<file path="src/rtl/pipe_ctrl_pkg.sv">
// Shared types and constants for the pipeline stall/flush sequencer.
package pipe_ctrl_pkg;

    typedef enum logic [0:0] {
        RUN      = 1'b0,
        MEM_WAIT = 1'b1
    } state_t;

    localparam logic [4:0] REG_ZERO = 5'd0;

    // One bundle of pipeline-register controls, MSB first.
    typedef struct packed {
        logic pc_write;
        logic ifid_write;
        logic ifid_flush;
        logic idex_bubble;
        logic exmem_write;
        logic memwb_bubble;
    } ctrl_t;

    // Normal advance: every register loads, nothing squashed.
    localparam ctrl_t CTRL_RUN = '{pc_write: 1'b1, ifid_write: 1'b1, ifid_flush: 1'b0,
                                   idex_bubble: 1'b0, exmem_write: 1'b1, memwb_bubble: 1'b0};
    // Held in reset: front end frozen, every downstream stage squashed.
    localparam ctrl_t CTRL_RST = '{pc_write: 1'b0, ifid_write: 1'b0, ifid_flush: 1'b1,
                                   idex_bubble: 1'b1, exmem_write: 1'b0, memwb_bubble: 1'b1};
    // Data-memory wait: whole pipe holds, MEM_WB receives a bubble.
    localparam ctrl_t CTRL_FREEZE = '{pc_write: 1'b0, ifid_write: 1'b0, ifid_flush: 1'b0,
                                      idex_bubble: 1'b0, exmem_write: 1'b0, memwb_bubble: 1'b1};
    // Load-use: hold PC and IF_ID, inject a bubble into ID_EX.
    localparam ctrl_t CTRL_STALL = '{pc_write: 1'b0, ifid_write: 1'b0, ifid_flush: 1'b0,
                                     idex_bubble: 1'b1, exmem_write: 1'b1, memwb_bubble: 1'b0};
    // Taken branch/jump: squash the wrong-path fetch.
    localparam ctrl_t CTRL_FLUSH = '{pc_write: 1'b1, ifid_write: 1'b1, ifid_flush: 1'b1,
                                     idex_bubble: 1'b0, exmem_write: 1'b1, memwb_bubble: 1'b0};

endpackage

</file>
<file path="src/rtl/pipe_hazard_ctrl_hazard_detect.sv">
// Load-use hazard detection between the load in EX and the instruction in ID.
module hazard_detect
    import pipe_ctrl_pkg::*;
(
    input  logic       ex_memread_i,
    input  logic [4:0] ex_rtaddr_i,
    input  logic [4:0] id_rsaddr_i,
    input  logic [4:0] id_rtaddr_i,
    input  logic       id_uses_rt_i,
    output logic       load_use_o
);

    logic rs_match;
    logic rt_match;

    // A load targeting r0 never creates a dependency.
    always_comb begin
        rs_match   = (ex_rtaddr_i == id_rsaddr_i);
        rt_match   = id_uses_rt_i && (ex_rtaddr_i == id_rtaddr_i);
        load_use_o = ex_memread_i && (ex_rtaddr_i != REG_ZERO) && (rs_match || rt_match);
    end

endmodule

</file>
<file path="src/rtl/pipe_hazard_ctrl.sv">
// Stall/flush sequencer for the 5-stage pipeline: load-use stalls, branch
// flushes, data-memory wait freezes with timeout, and saturating statistics.
module pipe_hazard_ctrl
    import pipe_ctrl_pkg::*;
#(
    parameter int unsigned CNT_W   = 16,
    parameter int unsigned TIMEOUT = 255,
    parameter int unsigned TO_W    = 8
) (
    input  logic             clk_i,
    input  logic             rst_i,
    input  logic [4:0]       id_rsaddr_i,
    input  logic [4:0]       id_rtaddr_i,
    input  logic             id_uses_rt_i,
    input  logic             ex_memread_i,
    input  logic [4:0]       ex_rtaddr_i,
    input  logic             branch_taken_i,
    input  logic             dmem_req_i,
    input  logic             dmem_ready_i,
    output logic             pc_write_o,
    output logic             ifid_write_o,
    output logic             ifid_flush_o,
    output logic             idex_bubble_o,
    output logic             exmem_write_o,
    output logic             memwb_bubble_o,
    output logic             timeout_o,
    output logic [CNT_W-1:0] stall_cnt_o,
    output logic [CNT_W-1:0] flush_cnt_o
);

    state_t          state_q;
    state_t          state_d;
    logic [TO_W-1:0] wait_cnt_q;
    logic            load_use;
    logic            mem_wait;
    logic            wait_hit;
    logic            frozen;
    ctrl_t           ctrl;

    hazard_detect u_hazard_detect (
        .ex_memread_i (ex_memread_i),
        .ex_rtaddr_i  (ex_rtaddr_i),
        .id_rsaddr_i  (id_rsaddr_i),
        .id_rtaddr_i  (id_rtaddr_i),
        .id_uses_rt_i (id_uses_rt_i),
        .load_use_o   (load_use)
    );

    // Freeze/timeout qualifiers shared by next-state and output logic.
    // The entry cycle in RUN counts as the first frozen cycle, so after
    // TIMEOUT frozen cycles the next MEM_WAIT cycle is released.
    always_comb begin
        mem_wait = dmem_req_i && !dmem_ready_i;
        wait_hit = (state_q == MEM_WAIT) && !dmem_ready_i && (wait_cnt_q == TO_W'(TIMEOUT));
        frozen   = ((state_q == RUN) && mem_wait) ||
                   ((state_q == MEM_WAIT) && !dmem_ready_i && !wait_hit);
    end

    // State register.
    always_ff @(posedge clk_i) begin
        if (rst_i) state_q <= RUN;
        else       state_q <= state_d;
    end

    // Next-state logic.
    always_comb begin
        state_d = state_q;
        case (state_q)
            RUN:      if (mem_wait) state_d = MEM_WAIT;
            MEM_WAIT: if (dmem_ready_i || wait_hit) state_d = RUN;
            default:  state_d = RUN;
        endcase
    end

    // Output mux: reset > memory freeze > load-use > branch flush > run.
    always_comb begin
        ctrl = CTRL_RUN;
        if (rst_i)               ctrl = CTRL_RST;
        else if (frozen)         ctrl = CTRL_FREEZE;
        else if (load_use)       ctrl = CTRL_STALL;
        else if (branch_taken_i) ctrl = CTRL_FLUSH;
    end

    assign pc_write_o     = ctrl.pc_write;
    assign ifid_write_o   = ctrl.ifid_write;
    assign ifid_flush_o   = ctrl.ifid_flush;
    assign idex_bubble_o  = ctrl.idex_bubble;
    assign exmem_write_o  = ctrl.exmem_write;
    assign memwb_bubble_o = ctrl.memwb_bubble;

    // Wait counter tracks frozen cycles of the current memory access.
    always_ff @(posedge clk_i) begin
        if (rst_i) begin
            wait_cnt_q <= '0;
        end else if (state_q == RUN) begin
            wait_cnt_q <= mem_wait ? TO_W'(1) : '0;
        end else if (dmem_ready_i || wait_hit) begin
            wait_cnt_q <= '0;
        end else begin
            wait_cnt_q <= wait_cnt_q + TO_W'(1);
        end
    end

    // Sticky timeout flag, cleared only by reset.
    always_ff @(posedge clk_i) begin
        if (rst_i)         timeout_o <= 1'b0;
        else if (wait_hit) timeout_o <= 1'b1;
    end

    // Saturating stall and flush statistics.
    always_ff @(posedge clk_i) begin
        if (rst_i) begin
            stall_cnt_o <= '0;
            flush_cnt_o <= '0;
        end else begin
            if (!ctrl.pc_write && (stall_cnt_o != '1)) stall_cnt_o <= stall_cnt_o + CNT_W'(1);
            if (ctrl.ifid_flush && (flush_cnt_o != '1)) flush_cnt_o <= flush_cnt_o + CNT_W'(1);
        end
    end

endmodule
</file>
<file path="config.mk">
export PLATFORM = sky130hd
export DESIGN_NAME = pipe_hazard_ctrl
export DESIGN_NICKNAME = d
export VERILOG_FILES = /design/src/rtl/pipe_ctrl_pkg.sv /design/src/rtl/pipe_hazard_ctrl_hazard_detect.sv /design/src/rtl/pipe_hazard_ctrl.sv
export SDC_FILE = /design/constraint.sdc
export NUM_CORES = 1
export LEC_CHECK = 0
export CELL_PAD_IN_SITES_DETAIL_PLACEMENT = 1
export CELL_PAD_IN_SITES_GLOBAL_PLACEMENT = 1
export CORE_UTILIZATION = 35
export DETAILED_ROUTE_END_ITERATION = 10
export GPL_TIMING_DRIVEN = 1
export PLACE_DENSITY_LB_ADDON = 0.15
export SLEW_MARGIN = 30
export SYNTH_ARGS = -nofsm -noshare
export SYNTH_HDL_FRONTEND = slang
export SYNTH_SLANG_ARGS = --single-unit
</file>
<file path="constraint.sdc">
create_clock -name clk_i -period 2.49 [get_ports clk_i]
set_input_delay 0.498 -clock clk_i [delete_from_list [all_inputs] [get_ports clk_i]]
set_output_delay 0.498 -clock clk_i [all_outputs]
set_load 0.05 [all_outputs]
</file>
# ---- Word level (Yosys, flattened, before mapping)
# Index checks and enable logic that the tools add are counted.
dict set report word_totals {
  out_inout_bits 39
  reg_bits 42
  elab_cells 41
  in_bits 22
}
dict set report classes {
  n_addsub 3
  n_eq_ne 5
  n_reduce_logical 17
  bitwise 1
  muxes 10
}
# operator n
set op_table {}
lappend op_table {{16-bit by 1-bit adder with 16-bit output (second input constant)} 2}
lappend op_table {{16-bit != test (second input constant)} 2}
lappend op_table {{6-bit two-way mux} 3}
lappend op_table {{8-bit two-way mux} 2}
lappend op_table {{5-bit == test} 2}
lappend op_table {{1-bit logical AND} 10}
lappend op_table {{8-bit by 1-bit adder with 8-bit output (second input constant)} 1}
lappend op_table {{8-bit == test (second input constant)} 1}
lappend op_table {{5-bit nonzero test} 1}
lappend op_table {{4-bit two-way mux} 1}
lappend op_table {{1-bit logical NOT} 3}
lappend op_table {{1-bit logical OR} 3}
lappend op_table {{1-bit two-way mux} 3}
lappend op_table {{1-bit case mux with 2 select lines} 1}
lappend op_table {{1-bit inverter} 1}

# ---- Longest topological paths before layout
dict set report depth {
  ltp_word 10
  depth_mapped 9
  ltp_nobuf 8
}

# ---- By module
# Synthesis repeated with hierarchy kept, for this count alone.
dict set report hier_totals {
  cells_unflattened 259
  area_unflattened_um2 2209.6
}
# mod cells_per_inst area_per_inst_um2 seq_area_each_um2 instances
set by_module_without_submodules {}
lappend by_module_without_submodules {pipe_hazard_ctrl 242 2077.0 840.8 1}
lappend by_module_without_submodules {hazard_detect 17 132.6 0.0 1}

# ---- Least setup slack after synthesis
# No wires, ideal clock.
dict set report synth_timing {
  kind {register to output}
  from {reg wait_cnt_q[0]}
  to {out pc_write_o}
  path_stages_with_launch 7
  arrival_time_ns 2.484
  setup_slack_ns -0.492
  cell_sequence {dfxtp_1 ha_1 nand4_1 o221ai_4 nand2_1 nor2_1 buf_4}
}
dict set report synth_via {
  elab_chain_cells 7
}
# element line
set synth_lines {}
lappend synth_lines {{from (decl)} pipe_hazard_ctrl.sv:33} ;# logic [TO_W-1:0] wait_cnt_q;
lappend synth_lines {{from (signal assigned)} pipe_hazard_ctrl.sv:96} ;# wait_cnt_q <= mem_wait ? TO_W'(1) : '0;
lappend synth_lines {{from (signal assigned)} pipe_hazard_ctrl.sv:100} ;# wait_cnt_q <= wait_cnt_q + TO_W'(1);
lappend synth_lines {{8-bit == test} pipe_hazard_ctrl.sv:54} ;# wait_hit = (state_q == MEM_WAIT) && !dmem_ready_i && (wait_cnt_q == TO_W'(TIMEOUT));
lappend synth_lines {{1-bit logical AND} pipe_hazard_ctrl.sv:54}
lappend synth_lines {{1-bit logical NOT} pipe_hazard_ctrl.sv:56} ;# ((state_q == MEM_WAIT) && !dmem_ready_i && !wait_hit);
lappend synth_lines {{1-bit logical AND} pipe_hazard_ctrl.sv:56}
lappend synth_lines {{1-bit logical OR} pipe_hazard_ctrl.sv:55} ;# frozen = ((state_q == RUN) && mem_wait) ||
lappend synth_lines {{6-bit two-way mux} pipe_hazard_ctrl.sv:79} ;# else if (frozen) ctrl = CTRL_FREEZE;
lappend synth_lines {{6-bit two-way mux} pipe_hazard_ctrl.sv:78} ;# if (rst_i) ctrl = CTRL_RST;
lappend synth_lines {{to (decl)} pipe_hazard_ctrl.sv:20} ;# output logic pc_write_o,
# Every way passes these cells.

# ---- Final worst setup path
dict set report layout_timing {
  from {in id_rtaddr_i[1]}
  to {out idex_bubble_o}
}
dict set report layout_via {
  elab_chain_cells 7
}
# element line
set layout_lines {}
lappend layout_lines {{from (decl)} pipe_hazard_ctrl.sv:13} ;# input logic [4:0] id_rtaddr_i,
lappend layout_lines {{5-bit == test} pipe_hazard_ctrl_hazard_detect.sv:19} ;# rt_match = id_uses_rt_i && (ex_rtaddr_i == id_rtaddr_i);
lappend layout_lines {{1-bit logical AND} pipe_hazard_ctrl_hazard_detect.sv:19}
lappend layout_lines {{1-bit logical OR} pipe_hazard_ctrl_hazard_detect.sv:20} ;# load_use_o = ex_memread_i && (ex_rtaddr_i != REG_ZERO) && (rs_match || rt_match);
lappend layout_lines {{1-bit logical AND} pipe_hazard_ctrl_hazard_detect.sv:20}
lappend layout_lines {{6-bit two-way mux} pipe_hazard_ctrl.sv:80} ;# else if (load_use) ctrl = CTRL_STALL;
lappend layout_lines {{6-bit two-way mux} pipe_hazard_ctrl.sv:79}
lappend layout_lines {{6-bit two-way mux} pipe_hazard_ctrl.sv:78}
lappend layout_lines {{to (decl)} pipe_hazard_ctrl.sv:23} ;# output logic idex_bubble_o,
# Every way passes these cells.

==> results.json <==
{
  "status": "completed",
  "finalSetupViolations": 0,
  "reg2reg_to": "stall_cnt_o[3]",
  "synth_cell_types": 48,
  "cts_inserted_buffers": 5,
  "ordered_cell_list_for_the_critical_path": "dlygate4sd2_1, xor2_1, nor4_2, a32oi_2, nor2_4, nand2_1, nand2_2, buf_12",
  "final_nets": 373,
  "timing.hold.worst.start": "timeout_o",
  "die_width_um": 82.5,
  "critical_path.endpoint_type": "output pin",
  "synth_enable_flop_cells": 0,
  "routed_wirelength_mm": 6.41,
  "postSynthCellCount": 267,
  "worstHoldPathType": "flip-flop to flip-flop",
  "ff2ff_setup_slack_ns": 0.27,
  "antenna_found_initial": 0,
  "yosys_most_used_dff": "sky130_fd_sc_hd__dfxtp_1",
  "crit_path_max_fanout": 4,
  "gp_congestion": 0.754,
  "final_antenna_net_count": 0,
  "detail_route.drc_violations": 0,
  "drt-vias-per-instance": 5.46,
  "unrepaired_setup_endpoints_after_global_routing": "yes",
  "whs_endpoint": "timeout_o",
  "cp_data_required_time_ns": 1.99,
  "synth_top_cell_area_share_pct": 37.1,
  "avgSynthCellArea_um2": 8.49,
  "i_o_pins": 61,
  "power.share.switching_pct": 26.7,
  "number_of_warnings_issued_by_yosys": 0,
  "fin_worst_skew_ns": 0.00835,
  "final_report_hold_violation_count": 0,
  "maxCapViolations": 0,
  "total_power_density_per_cell_area_nw_per_um2": 464,
  "min_period_ns": 2.43,
  "critPathLaunchType": "input port",
  "ys_async_sr_fraction_pct": 0,
  "rows": 28,
  "detailedRoute.firstPassIterationCount": 4,
  "final.fill_count": 755,
  "p_int_mw": 1.12,
  "r2r_cells": 7,
  "cpLargestDelayFamily": "simple AND/OR/NAND/NOR gates",
  "yosys.area.top_type": "sky130_fd_sc_hd__dfxtp_1",
  "worstSkewPairLatency_ns": 0.29,
  "netlist_area_um2": 2270,
  "core_um2": 6100,
  "ys_ff_latch": 42,
  "slowest_stage_cell_crit_path": "sky130_fd_sc_hd__nor4_2",
  "slew-limit-headroom_pct": 58.3,
  "netSwitchingPower_uw": 407,
  "max-clock-path-buffers": 2,
  "multiInputGateArea_um2": 1390,
  "io_buffer_count": 60,
  "slew_violations": 0,
  "worstHoldPathCells": 2,
  "power.ir.vdd_worst_mv": 0.250,
  "routed_wire_per_std_cell_um": 15.2,
  "ctsHoldBuffers": 0,
  "worst_setup_hold_path_clk_slew_ns": 0.09,
  "tightest_slew_ns": 0.625,
  "timing.critical_path.slowest_cell_delay_ns": 0.29,
  "grt_pass1_wl_mm": 10.6,
  "starting_utilization_of_the_core_area_pct": 37.2,
  "fp.dieH_um": 82.5,
  "p_total_mw": 1.53,
  "yosys-top-cells-count": "42 x sky130_fd_sc_hd__dfxtp_1, 28 x sky130_fd_sc_hd__nor2_1, 23 x sky130_fd_sc_hd__a21oi_1",
  "drt_iter0_markers": 70,
  "grtUsageTotal_pct": 20.4,
  "pwr-share-seq_pct": 45.5,
  "post-place-ws_ns": -0.488,
  "area_growth_pct": 45.1,
  "synth-seq-area-share_pct": 37.1,
  "synth_most_common_cell": "sky130_fd_sc_hd__dfxtp_1",
  "setup_slack_ns": 0.0602,
  "first_global_vias": 2267,
  "p_comb_share_pct": 17.6,
  "clock_h_tree_levels": 2,
  "grt_start_max_net_pins": 42,
  "cts_tree": "done",
  "fp.dieArea_um2": 6800,
  "crit_arrival_ns": 1.93,
  "numClockSinks": 42,
  "synth.net_count": 292,
  "critical_setup_path_kind": "input port to output pin",
  "leakage_nw": 1.18,
  "fraction_of_layout_instances_using_a_drive_strength_above_1_pct": 19.5,
  "share_clk_of_total_power_pct": 36.9,
  "path_buf_inv": 2,
  "cts_root_buffer": "sky130_fd_sc_hd__clkbuf_8",
  "vias": 2310,
  "detailedPlacementHpwl_mm": 4.67,
  "regToRegStartpoint": "stall_cnt_o[0]",
  "grt_overflow_total": 0,
  "ff_latch_area_um2": 841,
  "synth.top_cells.by_area": "sky130_fd_sc_hd__dfxtp_1 37%, sky130_fd_sc_hd__a21oi_1 5.1%, sky130_fd_sc_hd__nor2_1 4.6%",
  "antenna_cells_inserted": 0,
  "final_min_period_over_clock_period_pct": 97.6,
  "fmax_mhz": 412
}
[power groups by stage]
stage	sequential, mW	clock [mW]	combinational (mW)
6_report	0.694	0.563	0.268
3_5_place_dp	0.710	0	0.264
2_1_floorplan	0.737	0	0.115
3_3_place_gp	0.710	0	0.259
5_1_grt	0.696	0.608	0.288
4_1_cts	0.694	0.581	0.270
[routing by layer]
layer  part of all wire (%)  GRT usage (%)
met5                      0              0
met4                   0.89           5.09
met3                    4.2           4.51
met2                     47           35.6
met1                     48           25.1
[logic make-up (layout without fill, tap and decap cells)]
family / after synthesis / after routing / synth area share [%]
AOI/OAI and AO/OA: 61 / 61 / 18.8
DFF: 42 / 42 / 37.1
muxes: 7 / 7 / 3.42
xor gates and xnor gates: 15 / 15 / 5.79
buffers and inverters: 19 / 100 / 4.08
and+or+nand+nor: 120 / 120 / 29.1
adders and majority gates: 3 / 3 / 1.66
[registers in the layout, indices dropped and copies added (netlist names)]
name and cells:
flush_cnt_o 16, timeout_o 1, state_q 1, stall_cnt_o 16, wait_cnt_q 8
[placed cells by master, fill, tap and decap left out, types with 8 or more instances in the layout]
cell type,n
sky130_fd_sc_hd__nand4_1,10
sky130_fd_sc_hd__xor2_1,12
sky130_fd_sc_hd__o31ai_1,13
sky130_fd_sc_hd__buf_4,26
sky130_fd_sc_hd__inv_1,8
sky130_fd_sc_hd__nor2_1,26
sky130_fd_sc_hd__nand2_1,18
sky130_fd_sc_hd__a21oi_1,22
sky130_fd_sc_hd__clkdlybuf4s50_1,41
sky130_fd_sc_hd__dfxtp_1,42
sky130_fd_sc_hd__nand3_1,17
sky130_fd_sc_hd__or4_1,11
sky130_fd_sc_hd__or3_1,8
[through the flow]
step	setup TNS, ns	cell area, µm²	hold slack, ns	util, %	cells
4_1_cts	0	3270	0.485	53.7	423
3_3_place_gp	-6.30	3120	0.460	51.1	413
5_1_grt	-0.0242	3290	0.515	54.0	423
2_1_floorplan	0	2290	0.471	-	267
6_report	0	3290	0.478	54.0	423
3_5_place_dp	-8.58	3120	0.464	51.1	413
[area by class of cell]
| cell class | instances | share of cell area [%] |
|---|---|---|
| multi-input combinational | 206 | 42.4 |
| sequential | 42 | 25.6 |
| clock buffer | 6 | 2.51 |
| tap | 75 | 2.85 |
| inverter | 9 | 1.14 |
| clock inverter | 1 | 0.913 |
| timing repair buffer | 84 | 24.7 |
[worst max-delay path by stage]
stage	from	slack, ns	depth (start not counted)	endpoint
2_1_floorplan	ex_rtaddr_i[3]	0.05	6	idex_bubble_o
3_3_place_gp	ex_rtaddr_i[3]	-0.41	8	idex_bubble_o
3_5_place_dp	ex_rtaddr_i[3]	-0.49	8	idex_bubble_o
4_1_cts	ex_rtaddr_i[2]	0.02	8	idex_bubble_o
5_1_grt	id_rtaddr_i[1]	-0.02	8	idex_bubble_o
6_report	id_rtaddr_i[1]	0.06	8	idex_bubble_o
[what timing repair did]
item | in CTS | in global routing
resized for setup | 14 | 15
pin swaps | 7 | 10
gates cloned | 0 | 0
setup endpoints to repair | 11 | 15
setup buffers | 3 | 0
[tightest hold or removal path, cell delays in order, from the launching register on]
cell,delay (ns)
sky130_fd_sc_hd__dfxtp_1,0.33
sky130_fd_sc_hd__a31oi_1,0.04
sky130_fd_sc_hd__nor2_1,0.07
No activity file was read; power rests on OpenSTA's default activity.
